File: src/rtl/watch_pkg.sv
// Shared watch definitions: stopwatch state encoding, BCD digit limits and time payload.
package watch_pkg;

   localparam int unsigned TIME_W    = 16;
   localparam int unsigned SEC_T_MAX = 5;
   localparam int unsigned U_MAX     = 9;
   localparam int unsigned MIN_T_MAX = 5;

   typedef enum logic [1:0] {
      IDLE   = 2'd0,
      RUN    = 2'd1,
      PAUSE  = 2'd2,
      RECALL = 2'd3
   } sw_state_t;

   typedef struct packed {
      logic [3:0] mm_t;
      logic [3:0] mm_u;
      logic [3:0] ss_t;
      logic [3:0] ss_u;
   } bcd_time_t;

   function automatic logic is_max_time(input bcd_time_t t);
      return (t.mm_t == 4'(MIN_T_MAX)) && (t.mm_u == 4'(U_MAX)) &&
             (t.ss_t == 4'(SEC_T_MAX)) && (t.ss_u == 4'(U_MAX));
   endfunction

endpackage

File: src/rtl/bcd_mmss_counter.sv
// BCD MM:SS counter; clr beats en, wrap_c flags the 59:59 -> 00:00 step.
module bcd_mmss_counter
   import watch_pkg::*;
(
   input  logic      clk,
   input  logic      rst,
   input  logic      clr,
   input  logic      en,
   output bcd_time_t count,
   output logic      wrap_c
);

   bcd_time_t count_nxt;

   always_comb begin
      count_nxt = count;
      wrap_c    = 1'b0;
      if (clr) begin
         count_nxt = '0;
      end else if (en) begin
         if (count.ss_u != 4'(U_MAX)) begin
            count_nxt.ss_u = count.ss_u + 4'd1;
         end else begin
            count_nxt.ss_u = '0;
            if (count.ss_t != 4'(SEC_T_MAX)) begin
               count_nxt.ss_t = count.ss_t + 4'd1;
            end else begin
               count_nxt.ss_t = '0;
               if (count.mm_u != 4'(U_MAX)) begin
                  count_nxt.mm_u = count.mm_u + 4'd1;
               end else begin
                  count_nxt.mm_u = '0;
                  if (count.mm_t != 4'(MIN_T_MAX)) begin
                     count_nxt.mm_t = count.mm_t + 4'd1;
                  end else begin
                     count_nxt.mm_t = '0;
                     wrap_c         = 1'b1;
                  end
               end
            end
         end
      end
   end

   always_ff @(posedge clk) begin
      if (!rst) count <= '0;
      else      count <= count_nxt;
   end

endmodule

File: src/rtl/sw_lap_recorder.sv
// Stopwatch with circular lap memory and recall onto the shared digit bus.
// Define SW_LAP_DELTA_EN to store per-lap durations instead of cumulative splits.
module sw_lap_recorder
   import watch_pkg::*;
#(
   parameter  int unsigned LAP_DEPTH = 8,
   localparam int unsigned AW        = $clog2(LAP_DEPTH)
) (
   input  logic          clk,
   input  logic          rst,
   input  logic          en_sec,
   input  logic          start_stop_btn,
   input  logic          lap_btn,
   input  logic          recall_btn,
   output logic [3:0]    mm_t_out,
   output logic [3:0]    mm_u_out,
   output logic [3:0]    ss_t_out,
   output logic [3:0]    ss_u_out,
   output logic [AW-1:0] lap_idx,
   output logic [AW:0]   lap_count,
   output logic          recall_active,
   output logic          ovf
);

   localparam int unsigned CW = AW + 1;

   sw_state_t       state, state_nxt;
   sw_state_t       ret_state, ret_state_nxt;
   logic [AW-1:0]   idx_q, idx_nxt;
   logic [CW-1:0]   lap_cnt_q, lap_cnt_nxt;
   logic [AW-1:0]   wr_ptr, wr_ptr_nxt;
   logic            ovf_q, ovf_nxt;

   logic            cnt_en, cnt_clr, wr_en, ovf_clr;
   logic [CW-1:0]   idx_inc;
   logic [AW-1:0]   rd_addr;
   bcd_time_t       count, wr_data, disp;
   logic            wrap_main_c, wrap_any_c;

   logic [TIME_W-1:0] mem [LAP_DEPTH];

   bcd_mmss_counter u_main (
      .clk    (clk),
      .rst    (rst),
      .clr    (cnt_clr),
      .en     (cnt_en),
      .count  (count),
      .wrap_c (wrap_main_c)
   );

`ifdef SW_LAP_DELTA_EN
   bcd_time_t delta;
   logic      wrap_delta_c;

   // Delta restarts at every effective lap press and every clear.
   bcd_mmss_counter u_delta (
      .clk    (clk),
      .rst    (rst),
      .clr    (cnt_clr | wr_en),
      .en     (cnt_en),
      .count  (delta),
      .wrap_c (wrap_delta_c)
   );

   assign wr_data    = delta;
   assign wrap_any_c = wrap_main_c | wrap_delta_c;
`else
   assign wr_data    = count;
   assign wrap_any_c = wrap_main_c;
`endif

   assign idx_inc = CW'(idx_q) + CW'(1);
   assign rd_addr = wr_ptr - AW'(1) - idx_q;

   // Next-state and control; button priority start_stop > lap > recall.
   always_comb begin
      state_nxt     = state;
      ret_state_nxt = ret_state;
      idx_nxt       = idx_q;
      cnt_en        = 1'b0;
      cnt_clr       = 1'b0;
      wr_en         = 1'b0;
      ovf_clr       = 1'b0;
      lap_cnt_nxt   = lap_cnt_q;
      wr_ptr_nxt    = wr_ptr;
      ovf_nxt       = ovf_q;

      case (state)
         IDLE: begin
            if (start_stop_btn) begin
               state_nxt = RUN;
            end else if (lap_btn) begin
               cnt_clr = 1'b1;
            end else if (recall_btn && (lap_cnt_q != '0)) begin
               state_nxt     = RECALL;
               ret_state_nxt = IDLE;
               idx_nxt       = '0;
            end
         end
         RUN: begin
            cnt_en = en_sec;
            if (start_stop_btn) state_nxt = PAUSE;
            else if (lap_btn)   wr_en     = 1'b1;
         end
         PAUSE: begin
            if (start_stop_btn) begin
               state_nxt = RUN;
            end else if (lap_btn) begin
               cnt_clr   = 1'b1;
               ovf_clr   = 1'b1;
               state_nxt = IDLE;
            end else if (recall_btn && (lap_cnt_q != '0)) begin
               state_nxt     = RECALL;
               ret_state_nxt = PAUSE;
               idx_nxt       = '0;
            end
         end
         RECALL: begin
            if (start_stop_btn) begin
               state_nxt = ret_state;
            end else if (recall_btn) begin
               idx_nxt = (idx_inc >= lap_cnt_q) ? '0 : AW'(idx_inc);
            end
         end
         default: state_nxt = IDLE;
      endcase

      if (cnt_clr) begin
         lap_cnt_nxt = '0;
         wr_ptr_nxt  = '0;
      end else if (wr_en) begin
         wr_ptr_nxt = wr_ptr + AW'(1);
         if (lap_cnt_q != CW'(LAP_DEPTH)) lap_cnt_nxt = lap_cnt_q + CW'(1);
      end

      if (ovf_clr)         ovf_nxt = 1'b0;
      else if (wrap_any_c) ovf_nxt = 1'b1;
   end

   // Display source: recalled entry in RECALL, live count otherwise.
   always_comb begin
      disp = count;
      if (state == RECALL) disp = bcd_time_t'(mem[rd_addr]);
   end

   always_ff @(posedge clk) begin
      if (!rst) begin
         state         <= IDLE;
         ret_state     <= IDLE;
         idx_q         <= '0;
         lap_cnt_q     <= '0;
         wr_ptr        <= '0;
         ovf_q         <= 1'b0;
         mm_t_out      <= '0;
         mm_u_out      <= '0;
         ss_t_out      <= '0;
         ss_u_out      <= '0;
         lap_idx       <= '0;
         lap_count     <= '0;
         recall_active <= 1'b0;
         ovf           <= 1'b0;
      end else begin
         state         <= state_nxt;
         ret_state     <= ret_state_nxt;
         idx_q         <= idx_nxt;
         lap_cnt_q     <= lap_cnt_nxt;
         wr_ptr        <= wr_ptr_nxt;
         ovf_q         <= ovf_nxt;
         mm_t_out      <= disp.mm_t;
         mm_u_out      <= disp.mm_u;
         ss_t_out      <= disp.ss_t;
         ss_u_out      <= disp.ss_u;
         lap_idx       <= idx_q;
         lap_count     <= lap_cnt_q;
         recall_active <= (state == RECALL);
         ovf           <= ovf_q;
      end
   end

   // Lap memory has no reset; reset only blocks a write in flight.
   always_ff @(posedge clk) begin
      if (rst && wr_en) mem[wr_ptr] <= wr_data;
   end

endmodule

File: config.mk
export PLATFORM = sky130hd
export DESIGN_NAME = sw_lap_recorder
export DESIGN_NICKNAME = d
export VERILOG_FILES = /design/src/rtl/watch_pkg.sv /design/src/rtl/bcd_mmss_counter.sv /design/src/rtl/sw_lap_recorder.sv
export SDC_FILE = /design/constraint.sdc
export NUM_CORES = 1
export LEC_CHECK = 0
export CAP_MARGIN = 20
export CORE_ASPECT_RATIO = 1.75
export CORE_UTILIZATION = 46
export CTS_CLUSTER_DIAMETER = 40
export CTS_CLUSTER_SIZE = 40
export DETAILED_ROUTE_END_ITERATION = 7
export MAX_ROUTING_LAYER = met4
export PLACE_DENSITY = 0.62
export REMOVE_ABC_BUFFERS = 1
export SETUP_SLACK_MARGIN = 0.1
export SLEW_MARGIN = 20
export SYNTH_ARGS = -nofsm -noshare
export SYNTH_HDL_FRONTEND = slang
export SYNTH_SLANG_ARGS = --single-unit
File: constraint.sdc
create_clock -name clk -period 6.5 [get_ports clk]
set_input_delay 1.3 -clock clk [delete_from_list [all_inputs] [get_ports clk]]
set_output_delay 1.3 -clock clk [all_outputs]
set_load 0.01 [all_outputs]
======== After elaboration in Yosys (flattened, before gate mapping) ========
Memories as Yosys holds them, arrays and structs flattened.
Index checks and enable logic that the tools add are counted.
storage, ports and cells
  register bits ........................... 56
  memories ................................ 1
  memory bits (writable) .................. 128
cells by class
  reduce and logical (&&, ||, !) cells .... 16
  muxes and demuxes ....................... 41
  equal/unequal tests ..................... 22
  $add $sub $neg .......................... 9
  bitwise logic cells ..................... 4
  $lt $le $gt $ge ......................... 1
memory list
  name  depth  bits a word  rd ports  clocked after memory_dff  wr ports  line                   source
  mem   8      16           1         0                         1         sw_lap_recorder.sv:40  logic [TIME_W-1:0] mem [LAP_DEPTH];
operator list
  cell                 count
  $mux 2               13
  $ne 2x2->1 const B   12
  $add 4x1->4 const B  5
  $mux 3               6
  $mux 16              1
  $mux 4               4
  $mux 1               14
  $ne 4x4->1 const B   3
  $ne 4x3->1 const B   2
  $pmux 2 s4           1
  $reduce_and 7->1     1
  $pmux 3 s2           1
  $reduce_and 3->1     2
  $reduce_and 6->1     1
  $reduce_or 2->1      3
  $add 3x1->4 const B  1
  $eq 2x2->1 const B   2
  $ge 4x4->1           1
  $not 1->1            4
  $pmux 2 s2           1
  $reduce_and 2->1     2
  $reduce_and 4->1     1
  $reduce_bool 2->1    2
  $reduce_bool 4->1    1
  8 further kinds      9

======== Logic depth before layout (Yosys ltp) ========
Gate-level depths: netlist of run 1.
  depth in word-level cells ............... 7
  mapped depth ............................ 8

======== Hierarchy ========
Synthesis of run 1 repeated with hierarchy kept, for this count alone.
unflattened totals
  cells, all modules ...................... 457
  area, all modules ....................... 7,252.0 µm²
by module, submodules not included
  module            cells an instance  instances  area each (µm²)  sequential area each (µm²)
  sw_lap_recorder   368                1          6,457.4          4,624.4
  bcd_mmss_counter  89                 1          794.5            320.3

======== Least setup slack after synthesis of run 1 ========
OpenSTA, ideal clock, no wires.
  kind .................................... input-to-reg
  from .................................... in start_stop_btn
  to ...................................... mem mem[5][0] (enable)
  required time ........................... 6.091 ns
  stages on the path ...................... 4
  setup slack ............................. 2.908 ns
  setup time .............................. 0.409 ns
  buffers on the path ..................... 1
  arrival time ............................ 3.183 ns
  cell sequence ........................... and4bb_2 -> clkbuf_1 -> nand2_1 -> nor3_1
between the ends
  longest elaborated chain between the ends .. 5
ends and longest elaborated chain
  element                       line                    source
  start: declaration            sw_lap_recorder.sv:12   input logic start_stop_btn,
  $mux 1                        -
  $mux 1                        sw_lap_recorder.sv:88   case (state)
  $logic_and 1x1->1             sw_lap_recorder.sv:182  if (rst && wr_en) mem[wr_ptr] <= wr_data;
  $mux 1                        sw_lap_recorder.sv:182
  $mux 1 (implied by the code)  sw_lap_recorder.sv:182
  end: declaration              sw_lap_recorder.sv:40
Every way passes these cells.

======== Worst setup path after layout of run 1 ========
  from .................................... in start_stop_btn
  to ...................................... mem mem[5][14] (enable)
The elaborated chain is that of the path after synthesis.

==> results.md, run 1 <==
• 31 — number of top-level pins
• 0 — pins over their slew limit
• register — critical path endpoint category
• state[0] — reg-to-reg critical path startpoint
• sky130_fd_sc_hd__edfxtp_1 53%, sky130_fd_sc_hd__dfxtp_1 15%, sky130_fd_sc_hd__mux4_2 10% — biggest area contributors in the synthesized netlist
• clkdlybuf4s50_1, and4bb_2, nand2_1, nor3_2, buf_4 — ordered cell list for the critical path
• done — clock tree from TritonCTS
• 4 — maximum level of the CTS H-tree
• 2.77 ns — worst slack, placed
• sky130_fd_sc_hd__clkbuf_16 — Clk Tree Root Cell
• 2 — clock buffer depth
• false — setup repair after global routing missed its margin
• 3900 — via count
• 53.5% — area share of the largest cell type after synthesis
• sky130_fd_sc_hd__edfxtp_1 — Synth area leader
• 0.00775 mm² — standard cell area after detailed placement
• 3.31 ns — final worst path period need
• 0 — total inserted antenna cells
• 0.00719 mm² — Syn Std Cell Area
• 53.9% — Sequential Power Share
• 183 — Num Clock Sinks
• 0.0161 mm² — area of the die
• 6.62 ns — Crit path required time
• 50.9% — final clock period utilization by the worst path
• 0.00834 mm² — post-route design area
• input pin — element type at the critical path start
• 458 — Gate Count Post-Synth
• 3.19 ns — worst setup slack after layout
• 0.00283 µW — leakage power of the design
• 182 µV — worst ir drop on vdd
• 302 MHz — Highest Clock Rate
• 1810 µW — internal portion of total power
• 15.7 µm² — Avg Synthesized Cell Area
• 19.8 µm — routed length per instance
• 45.7% — Worst slew margin
• input pin to register — category of the most critical setup path
• 128 — number of synthesized flops with an enable pin
• 277 mW/mm² — P per Cell Area
• 4 — number of optimization iterations in the first detailed-route pass
• sky130_fd_sc_hd__edfxtp_1 — most common cell in the synthesized netlist
• 21.7% — switching part of the total power
• 0 — final count of hold timing violations
• 0.0153 mm² — core region area
• sky130_fd_sc_hd__nor3_2 — CP max stage cell
• 0 — Post CTS Setup Buffer Count
• 21.9 mm — wire length of the first global-routing pass
• 0.42 ns — Clk Latency, worst-skew pair
• 33 — pin count of the biggest net entering global routing
• 0 — number of gates given a new drive strength after cts
• 2.5% — combinational share of power
• 43.6% — relative contribution of the clock network to total power
• 3988 — via count of the first global-routing pass
• 47 — number of unique standard cell types used by synthesis
• 699 — post-route insts no fill
• 0.00907 ns — skew final
• 516 — number of nets at the end of the flow
• 0.747 — global placer's final weighted congestion
• 0 — Setup Viol. Count Final
• 128 x sky130_fd_sc_hd__edfxtp_1, 55 x sky130_fd_sc_hd__dfxtp_1, 32 x sky130_fd_sc_hd__mux4_2 — cell types with the highest counts after synthesis
• 17.7% — fraction of layout instances using a drive strength above 1
• 0% — proportion of register bits with asynchronous set or reset after synthesis
• simple AND/OR/NAND/NOR gates — Top delay family on crit path
• 19.6% — global-route total usage across every layer
• 167 µm — floorplan die height
• 183 — number of synthesized register bits
• start_stop_btn — startpoint of the most critical setup path
• 5.52 mm — sum of routed wire segments on met1
• 17 — CTS buffer count
• 2 — number of buffer and inverter instances along the worst setup path
• 0.813 ns — Least-Margin Pin Slew
• 60 — site row count
• 30 — port buffer count
• 0 — antenna violations before repair
• ovf_q — HP Start
• 8.57 mm — final HPWL from detailed placement
• 13.9 mm — total wirelength of the detailed-routed design
• 211 — starting DRC count in detailed routing
• 0 — post-route ant nets
• 0.63 ns — longest individual stage delay on the worst path
• 16.0% — layout-stage area growth over the synthesis result
• 5.58 — via/cell ratio
• 355 µm — met3 layer wire length in the routed design
• 0 — yosys synthesis warning count
• 0 — remaining routing DRC violations
• register to register — type of the most critical hold path
• 0 ns — summed negative setup slack over all endpoints
• 0 — number of maximum-capacitance violations
• 501 µW — switching power
• 3.43 ns — CP arrival
• 1289 — fill cell total of the finished layout
• 0 — global route total overflow
• 9 — maximum fanout along the worst path
• met4 — top layer in use
• sky130_fd_sc_hd__edfxtp_1 — top_reg_cell synth
• 0 — number of buffers inserted by hold repair at cts
• 667 — # placed instances
• 0.07 ns — clock slew seen by the registers of the worst setup and hold paths
• 0.496 ns — worst hold slack after final layout
• 68.8% — portion of the post-synthesis area used by sequential elements
• 7.73 mm — met2 wire length
• finished, final reports clean — result of the run
• 96.5 µm — die width
• 46.9% — effective utilization at floorplan
[power groups by stage]
stage	sequential, µW	combinational (µW)	clock (µW)
final	1240	58.2	1010
after global routing	1240	63.4	1070
after CTS	1240	59.6	1020
after detailed placement	1270	59.4	0
after global placement	1270	58.2	0
after floorplan	1270	36.6	0
[path summary, 6_finish.rpt]
check	slack (ns)	cells past startpoint	end
worst min-delay path	0.50	1	ovf
worst max-delay path	3.19	5	mem[5][14]
worst max register to register	4.07	4	mem[5][14]
worst min register to register	0.50	1	ovf
[cell families after synthesis]
logic type               Yosys count  share of synthesized area (%)
AO/OA/AOI/OAI                     64                           4.86
buffers and inverters             30                           1.79
XOR/XNOR                          14                           1.81
flip-flops                       183                           68.8
multiplexers                      49                           12.4
adder cells (fa/ha/maj)           10                           1.85
AND/OR/NAND/NOR                  108                           8.51
[stage by stage]
stage / utilization (%) / power, µW
6_report: 54.4 / 2310
5_1_grt: 54.4 / 2370
2_1_floorplan: - / 1300
3_5_place_dp: 50.6 / 1330
4_1_cts: 54.4 / 2330
3_3_place_gp: 50.6 / 1330
[placed cells by master, fill, tap and decap left out, types with 2 or more instances in the layout]
master	instances
sky130_fd_sc_hd__nor3b_1	3
sky130_fd_sc_hd__nand3_1	8
sky130_fd_sc_hd__a21oi_1	29
sky130_fd_sc_hd__xor2_1	6
sky130_fd_sc_hd__nand2b_1	9
sky130_fd_sc_hd__mux4_2	32
sky130_fd_sc_hd__clkinv_2	2
sky130_fd_sc_hd__clkbuf_16	17
sky130_fd_sc_hd__nor3_2	4
sky130_fd_sc_hd__and2_1	9
sky130_fd_sc_hd__xnor2_1	7
sky130_fd_sc_hd__clkdlybuf4s50_1	30
sky130_fd_sc_hd__mux2i_1	17
sky130_fd_sc_hd__ha_1	8
sky130_fd_sc_hd__nor2b_1	6
sky130_fd_sc_hd__dfxtp_1	55
sky130_fd_sc_hd__inv_8	3
sky130_fd_sc_hd__nor2_1	25
sky130_fd_sc_hd__nor3_1	3
sky130_fd_sc_hd__o221ai_1	2
sky130_fd_sc_hd__and4bb_2	2
sky130_fd_sc_hd__clkinv_4	5
sky130_fd_sc_hd__inv_1	10
sky130_fd_sc_hd__and3_1	4
sky130_fd_sc_hd__nand2_1	21
sky130_fd_sc_hd__or3_1	3
sky130_fd_sc_hd__inv_6	3
sky130_fd_sc_hd__edfxtp_1	128
sky130_fd_sc_hd__buf_4	13
sky130_fd_sc_hd__o21ai_0	26
[layer usage]
metal / track usage, % / vias up
met1: 22.2 / 1979
met5: - / -
met4: 7.23 / 0
met2: 33.7 / 69
li1: - / 1831
met3: 3.72 / 21
[state kept, by name (all words and copies together), names as in the netlist, 2 cells and up]
| name | cells |
|---|---|
| mm_t_out | 4 |
| lap_idx | 3 |
| lap_count | 4 |
| lap_cnt_q | 4 |
| mem | 128 |
| idx_q | 3 |
| wr_ptr | 3 |
| ss_u_out | 4 |
| ss_t_out | 4 |
| mm_u_out | 4 |
| u_main.count | 16 |
| state | 2 |
[area by class of cell]
type                            instances  area [µm²]  area share (%)
Timing Repair Buffer                   43         398            4.77
Clock buffer                           17         425            5.10
Clock inverter                         15         160            1.92
Inverter                               10        37.5           0.450
Multi-Input combinational cell        245        2140            25.6
Sequential cell                       183        4940            59.3
Tap cell                              186         233            2.79
Power figures use the tool's default switching activity.
==> inputs of run 2 (changes only) <==
--- a/config.mk
+++ b/config.mk
@@ -12,7 +12,7 @@
 export CTS_CLUSTER_SIZE = 40
 export DETAILED_ROUTE_END_ITERATION = 7
 export MAX_ROUTING_LAYER = met4
-export PLACE_DENSITY = 0.62
+export PLACE_DENSITY = 0.65
 export REMOVE_ABC_BUFFERS = 1
 export SETUP_SLACK_MARGIN = 0.1
 export SLEW_MARGIN = 20
==> constraint.sdc (replaced) <==
create_clock -name clk -period 2.8 [get_ports clk]
set_input_delay 0.56 -clock clk [delete_from_list [all_inputs] [get_ports clk]]
set_output_delay 0.56 -clock clk [all_outputs]
set_load 0.01 [all_outputs]
==> run 2 against run 1 <==
  * Die area unchanged
  * Combinational power up 150%
  * Routed wire length down 1.1%
  * Clock power up 130%
  * Worst hold slack worse by 0.0091 ns
  * Global-route usage down 0.12 points
  * Critical path depth up 3
  * Sequential share of layout area down 0.71 points
  * Sequential cell count unchanged
  * Register-to-register slack worse by 3.5 ns
  * Largest cell class unchanged
==> results.md, run 2 (synthesis results as in run 1) <==
• finished, final reports clean — result of the run
• 0 — number of gates given a new drive strength after cts
• 4070 — via count of the first global-routing pass
• 5.45 — via/cell ratio
• inv_1, ha_2, fa_1, xor2_1, xnor2_2, buf_4, mux2i_1, a21oi_1 — ordered cell list for the critical path
• 312 — starting DRC count in detailed routing
• 5310 µW — total power
• 3.08 ns — Crit path required time
• 0.0161 mm² — area of the die
• 8.53 mm — final HPWL from detailed placement
• 22.3% — switching part of the total power
• 0.773 — global placer's final weighted congestion
• 4 — maximum level of the CTS H-tree
• 425 µV — worst ir drop on vdd
• 0.44 ns — longest individual stage delay on the worst path
• 1180 µW — switching power
• 0 — number of maximum-capacitance violations
• 183 — Num Clock Sinks
• 17 — CTS buffer count
• 443 MHz — Highest Clock Rate
• 0 — Setup Viol. Count Final
• 0 — Post CTS Setup Buffer Count
• done — clock tree from TritonCTS
• 0 — final count of hold timing violations
• 0.545 ns — worst setup slack after layout
• 522 — number of nets at the end of the flow
• 0 ns — summed negative setup slack over all endpoints
• 43.0% — relative contribution of the clock network to total power
• 167 µm — floorplan die height
• 96.5 µm — die width
• 0 — global route total overflow
• 55.1% — final core utilization
• sky130_fd_sc_hd__clkbuf_16 — Clk Tree Root Cell
• 21.8 mm — wire length of the first global-routing pass
• register to register — category of the most critical setup path
• mem — largest reg by FF count
• sky130_fd_sc_hd__edfxtp_1 — most common cell after layout, fill and taps aside
• 0.0153 mm² — core region area
• register — critical path endpoint category
• false — setup repair after global routing missed its margin
• 64.3% — Worst slew margin
• 31 — number of top-level pins
• 30 — port buffer count
• 2 — clock buffer depth
• 0 — number of buffers inserted by hold repair at cts
• 17.4% — layout-stage area growth over the synthesis result
• 629 mW/mm² — P per Cell Area
• 13.7 mm — total wirelength of the detailed-routed design
• register to register — type of the most critical hold path
• 0 — pins over their slew limit
• 0.42 ns — Clk Latency, worst-skew pair
• 0 — remaining routing DRC violations
• 2.53 ns — CP arrival
• 0.07 ns — clock slew seen by the registers of the worst setup and hold paths
• 80.5% — final clock period utilization by the worst path
• 4 — number of optimization iterations in the first detailed-route pass
• 128 — max reg flops
• 0.0117 ns — skew final
• 0 — post-route ant nets
• 2.7% — combinational share of power
• 16 — maximum fanout along the worst path
• 33 — pin count of the biggest net entering global routing
• register — element type at the critical path start
• mem (128), u_main.count (16) — largest registers in the final layout
• 46.9% — effective utilization at floorplan
• 18.7% — fraction of layout instances using a drive strength above 1
• 19.5% — global-route total usage across every layer
• 19.4 µm — routed length per instance
• 4130 µW — internal portion of total power
• 128 x sky130_fd_sc_hd__edfxtp_1, 55 x sky130_fd_sc_hd__dfxtp_1, 32 x sky130_fd_sc_hd__mux4_2 — most frequent cells in the layout
• sky130_fd_sc_hd__dfxtp_1 — CP max stage cell
• 0.00288 µW — leakage power of the design
• 0 — total inserted antenna cells
• 0.535 ns — Least-Margin Pin Slew
• 60 — site row count
• 0.293 ns — worst slack, placed
• 3844 — via count
• 2.25 ns — final worst path period need
• 0 — antenna violations before repair
• 54.3% — Sequential Power Share
==> run 2: cell count changes in the layout (fill, tap and decap cells not counted) <==
cell,before,now
sky130_fd_sc_hd__buf_12,0,5
sky130_fd_sc_hd__buf_4,13,14
sky130_fd_sc_hd__bufinv_16,1,0
sky130_fd_sc_hd__clkinv_4,5,3
sky130_fd_sc_hd__clkinv_8,1,3
sky130_fd_sc_hd__inv_6,3,4
==> run 2: worst paths after layout <==
path / start / to / slack [ns] / cells past startpoint
max: idx_q[0] / ss_u_out[1] / 0.55 / 8
min: ovf_q / ovf / 0.49 / 1
max reg2reg: idx_q[0] / ss_u_out[1] / 0.55 / 8
min reg2reg: ovf_q / ovf / 0.49 / 1
==> run 2: critical path, delay by kind of cell, from the launching register on <==
kind            cells  cell delay (ns)
fa+ha+maj           2             0.56
xor+xnor            2             0.35
compound gates      1             0.12
buf+inv             2             0.43
flops               1             0.44
mux                 1             0.22
==> run 2: layout make-up <==
type,instances,area [µm²]
fill,1256,6880
sequential,183,4940
multi-input combinational,245,2140
timing repair buffer,49,505
clock buffer,17,425
tap,186,233
clock inverter,15,154
inverter,10,37.5
==> run 2: metal layers <==
layer | wire [µm] | part of all wire [%] | vias to the layer above | track usage [%]
li1 | - | - | 1833 | -
met1 | 5160 | 38 | 1933 | 21.6
met2 | 7860 | 57 | 67 | 34.0
met3 | 428 | 3.1 | 11 | 3.72
met4 | 248 | 1.8 | 0 | 7.16
met5 | 0 | 0 | - | -
==> run 2: through the flow <==
step,cell area [µm²],hold slack (ns),cells
global route,8440,0.502,705
floorplan,7100,0.431,438
detailed placement,7860,0.463,673
CTS,8440,0.489,705
finish,8440,0.487,705
global placement,7860,0.498,673
==> run 2: power by group through the flow <==
stage	logic, µW	clock network (µW)	registers (µW)
floorplan	85.0	0	2940
CTS	149	2330	2880
global route	158	2430	2880
global placement	147	0	2940
detailed placement	148	0	2940
finish	145	2280	2880
==> inputs of run 3 (changes only) <==
--- a/config.mk
+++ b/config.mk
@@ -12,7 +12,7 @@
 export CTS_CLUSTER_SIZE = 40
 export DETAILED_ROUTE_END_ITERATION = 7
 export MAX_ROUTING_LAYER = met4
-export PLACE_DENSITY = 0.65
+export PLACE_DENSITY = 0.62
 export REMOVE_ABC_BUFFERS = 1
 export SETUP_SLACK_MARGIN = 0.1
 export SLEW_MARGIN = 20
==> constraint.sdc (replaced) <==
create_clock -name clk -period 2.3 [get_ports clk]
set_input_delay 0.46 -clock clk [delete_from_list [all_inputs] [get_ports clk]]
set_output_delay 0.46 -clock clk [all_outputs]
set_load 0.01 [all_outputs]
==> run 3 against run 2 <==
  * Setup slack got worse by 0.29 ns
  * Register-to-register slack got worse by 0.29 ns
  * Clock skew fell by 0.0016 ns
  * Clock-buffer cell count did not move
  * Via count rose by 2.3%
  * Final area rose by 1.5%
  * Largest power group unchanged
  * Critical path type unchanged
  * Sequential share of layout area fell by 0.85 points
  * Maximum frequency rose by 10%
  * Global-route usage rose by 0.66 points
  * Clock power rose by 20%
==> results.md, run 3 (synthesis results as in run 1) <==
• 0.00800 mm² — standard cell area after detailed placement
• 0.00214 mm² — combined area of the multi-input logic cells
• 0 — final count of hold timing violations
• 0.43 ns — Clk Latency, worst-skew pair
• 0.58 ns — longest individual stage delay on the worst path
• 0.737 — global placer's final weighted congestion
• 4069 — via count of the first global-routing pass
• 0.474 ns — Least-Margin Pin Slew
• mem (128), u_main.count (16) — largest registers in the final layout
• 1 — number of instances on the worst hold path
• sky130_fd_sc_hd__clkbuf_16 — Clk Tree Root Cell
• sky130_fd_sc_hd__fa_1 — CP max stage cell
• register — element type at the critical path start
• 0.0153 mm² — core region area
• 22.5 mm — wire length of the first global-routing pass
• 0.257 ns — worst setup slack after layout
• -0.0696 ns — worst slack, placed
• 4 — number of optimization iterations in the first detailed-route pass
• 8.97 mm — final HPWL from detailed placement
• 167 µm — floorplan die height
• inv_1, fa_1, buf_12, mux4_2, mux2i_1, a21oi_1 — ordered cell list for the critical path
• 46.9% — effective utilization at floorplan
• 128 — max reg flops
• register to register — type of the most critical hold path
• 68.4% — Worst slew margin
• 0 — post-route ant nets
• 88.8% — final clock period utilization by the worst path
• 4 — maximum level of the CTS H-tree
• 183 — Num Clock Sinks
• 0 — number of maximum-capacitance violations
• 1243 — fill cell total of the finished layout
• 0 — Setup Viol. Count Final
• 0 — antenna violations before repair
• 544 µV — worst ir drop on vdd
• 2 — number of buffer and inverter instances along the worst setup path
• 20.8% — fraction of layout instances using a drive strength above 1
• 3934 — via count
• 536 — number of nets at the end of the flow
• 5.47 — via/cell ratio
• 19.1% — layout-stage area growth over the synthesis result
• 0.00494 mm² — sequential cell area in the final layout
• 0.0102 ns — skew final
• 96.5 µm — die width
• register — critical path endpoint category
• 2.04 ns — final worst path period need
• 32 — maximum fanout along the worst path
• 2.59 ns — Crit path required time
• 0.00856 mm² — post-route design area
• finished, final reports clean — result of the run
• 0 — global route total overflow
• 0 — number of gates given a new drive strength after cts
• 19.5 µm — routed length per instance
• 128 x sky130_fd_sc_hd__edfxtp_1, 55 x sky130_fd_sc_hd__dfxtp_1, 32 x sky130_fd_sc_hd__mux4_2 — most frequent cells in the layout
• sky130_fd_sc_hd__edfxtp_1 — most common cell after layout, fill and taps aside
• 60 — site row count
• 33 — pin count of the biggest net entering global routing
• 0.0161 mm² — area of the die
• 0 — pins over their slew limit
• 31 — number of top-level pins
• 0 — remaining routing DRC violations
• 20.2% — global-route total usage across every layer
• done — clock tree from TritonCTS
• mem — largest reg by FF count
• false — setup repair after global routing missed its margin
• 0 — number of buffers inserted by hold repair at cts
• 0 — total inserted antenna cells
• 14.0 mm — total wirelength of the detailed-routed design
• 275 — starting DRC count in detailed routing
• adder cells — Top delay family on crit path
• 6 — length in cells of the worst reg-to-reg path
• 2.34 ns — CP arrival
• 30 — port buffer count
• 753 mW/mm² — P per Cell Area
• 0 — Post CTS Setup Buffer Count
• 17 — CTS buffer count
• 2 — clock buffer depth
• 489 MHz — Highest Clock Rate
• 0.07 ns — clock slew seen by the registers of the worst setup and hold paths
• 0.00295 µW — leakage power of the design
• 6 — critical path depth
• register to register — category of the most critical setup path
==> run 3: cell count changes in the layout (fill, tap and decap cells not counted) <==
cell / change
sky130_fd_sc_hd__buf_4: +11
sky130_fd_sc_hd__inv_6: +2
sky130_fd_sc_hd__clkinv_4: -3
sky130_fd_sc_hd__clkinvlp_4: +3
sky130_fd_sc_hd__buf_12: +3
sky130_fd_sc_hd__clkinv_8: -2
==> run 3: power by group <==
part / total (µW) / switching (µW) / internal [µW]
registers: 3510 / 12.0 / 3500
clock network: 2740 / 1320 / 1430
logic: 190 / 101 / 89.4
total: 6440 / 1430 / 5010
==> run 3: worst paths after layout <==
path,slack [ns],from,end
hold / removal,0.49,ovf_q,ovf
setup / recovery,0.26,idx_q[1],ss_u_out[3]
setup reg to reg,0.26,idx_q[1],ss_u_out[3]
hold reg to reg,0.49,ovf_q,ovf
==> run 3: layout make-up <==
type / count / share of cell area [%]
Clock buffer: 17 / 4.97
Sequential cell: 183 / 57.8
Inverter: 10 / 0.438
Tap cell: 186 / 2.72
Multi-Input combinational cell: 245 / 25.0
Clock inverter: 15 / 1.58
Timing Repair Buffer: 63 / 7.57
==> run 3: stage by stage <==
stage | TNS (ns) | util [%] | hold slack, ns | total power, µW | cells
after floorplan | -23.52 | - | 0.431 | 3690 | 438
after global placement | -0.0186 | 52.2 | 0.475 | 3770 | 687
after detailed placement | -0.106 | 52.2 | 0.467 | 3780 | 687
after CTS | 0 | 55.9 | 0.501 | 6510 | 719
after global routing | 0 | 55.9 | 0.517 | 6650 | 719
final | 0 | 55.9 | 0.493 | 6440 | 719
==> run 3: metal layers <==
metal / vias to the layer above / GRT usage (%) / share of wire [%]
met2: 89 / 34.3 / 56
met3: 17 / 4.41 / 4.4
met1: 1962 / 23.0 / 38
met4: 0 / 7.16 / 1.8
li1: 1866 / - / -
met5: - / - / 0
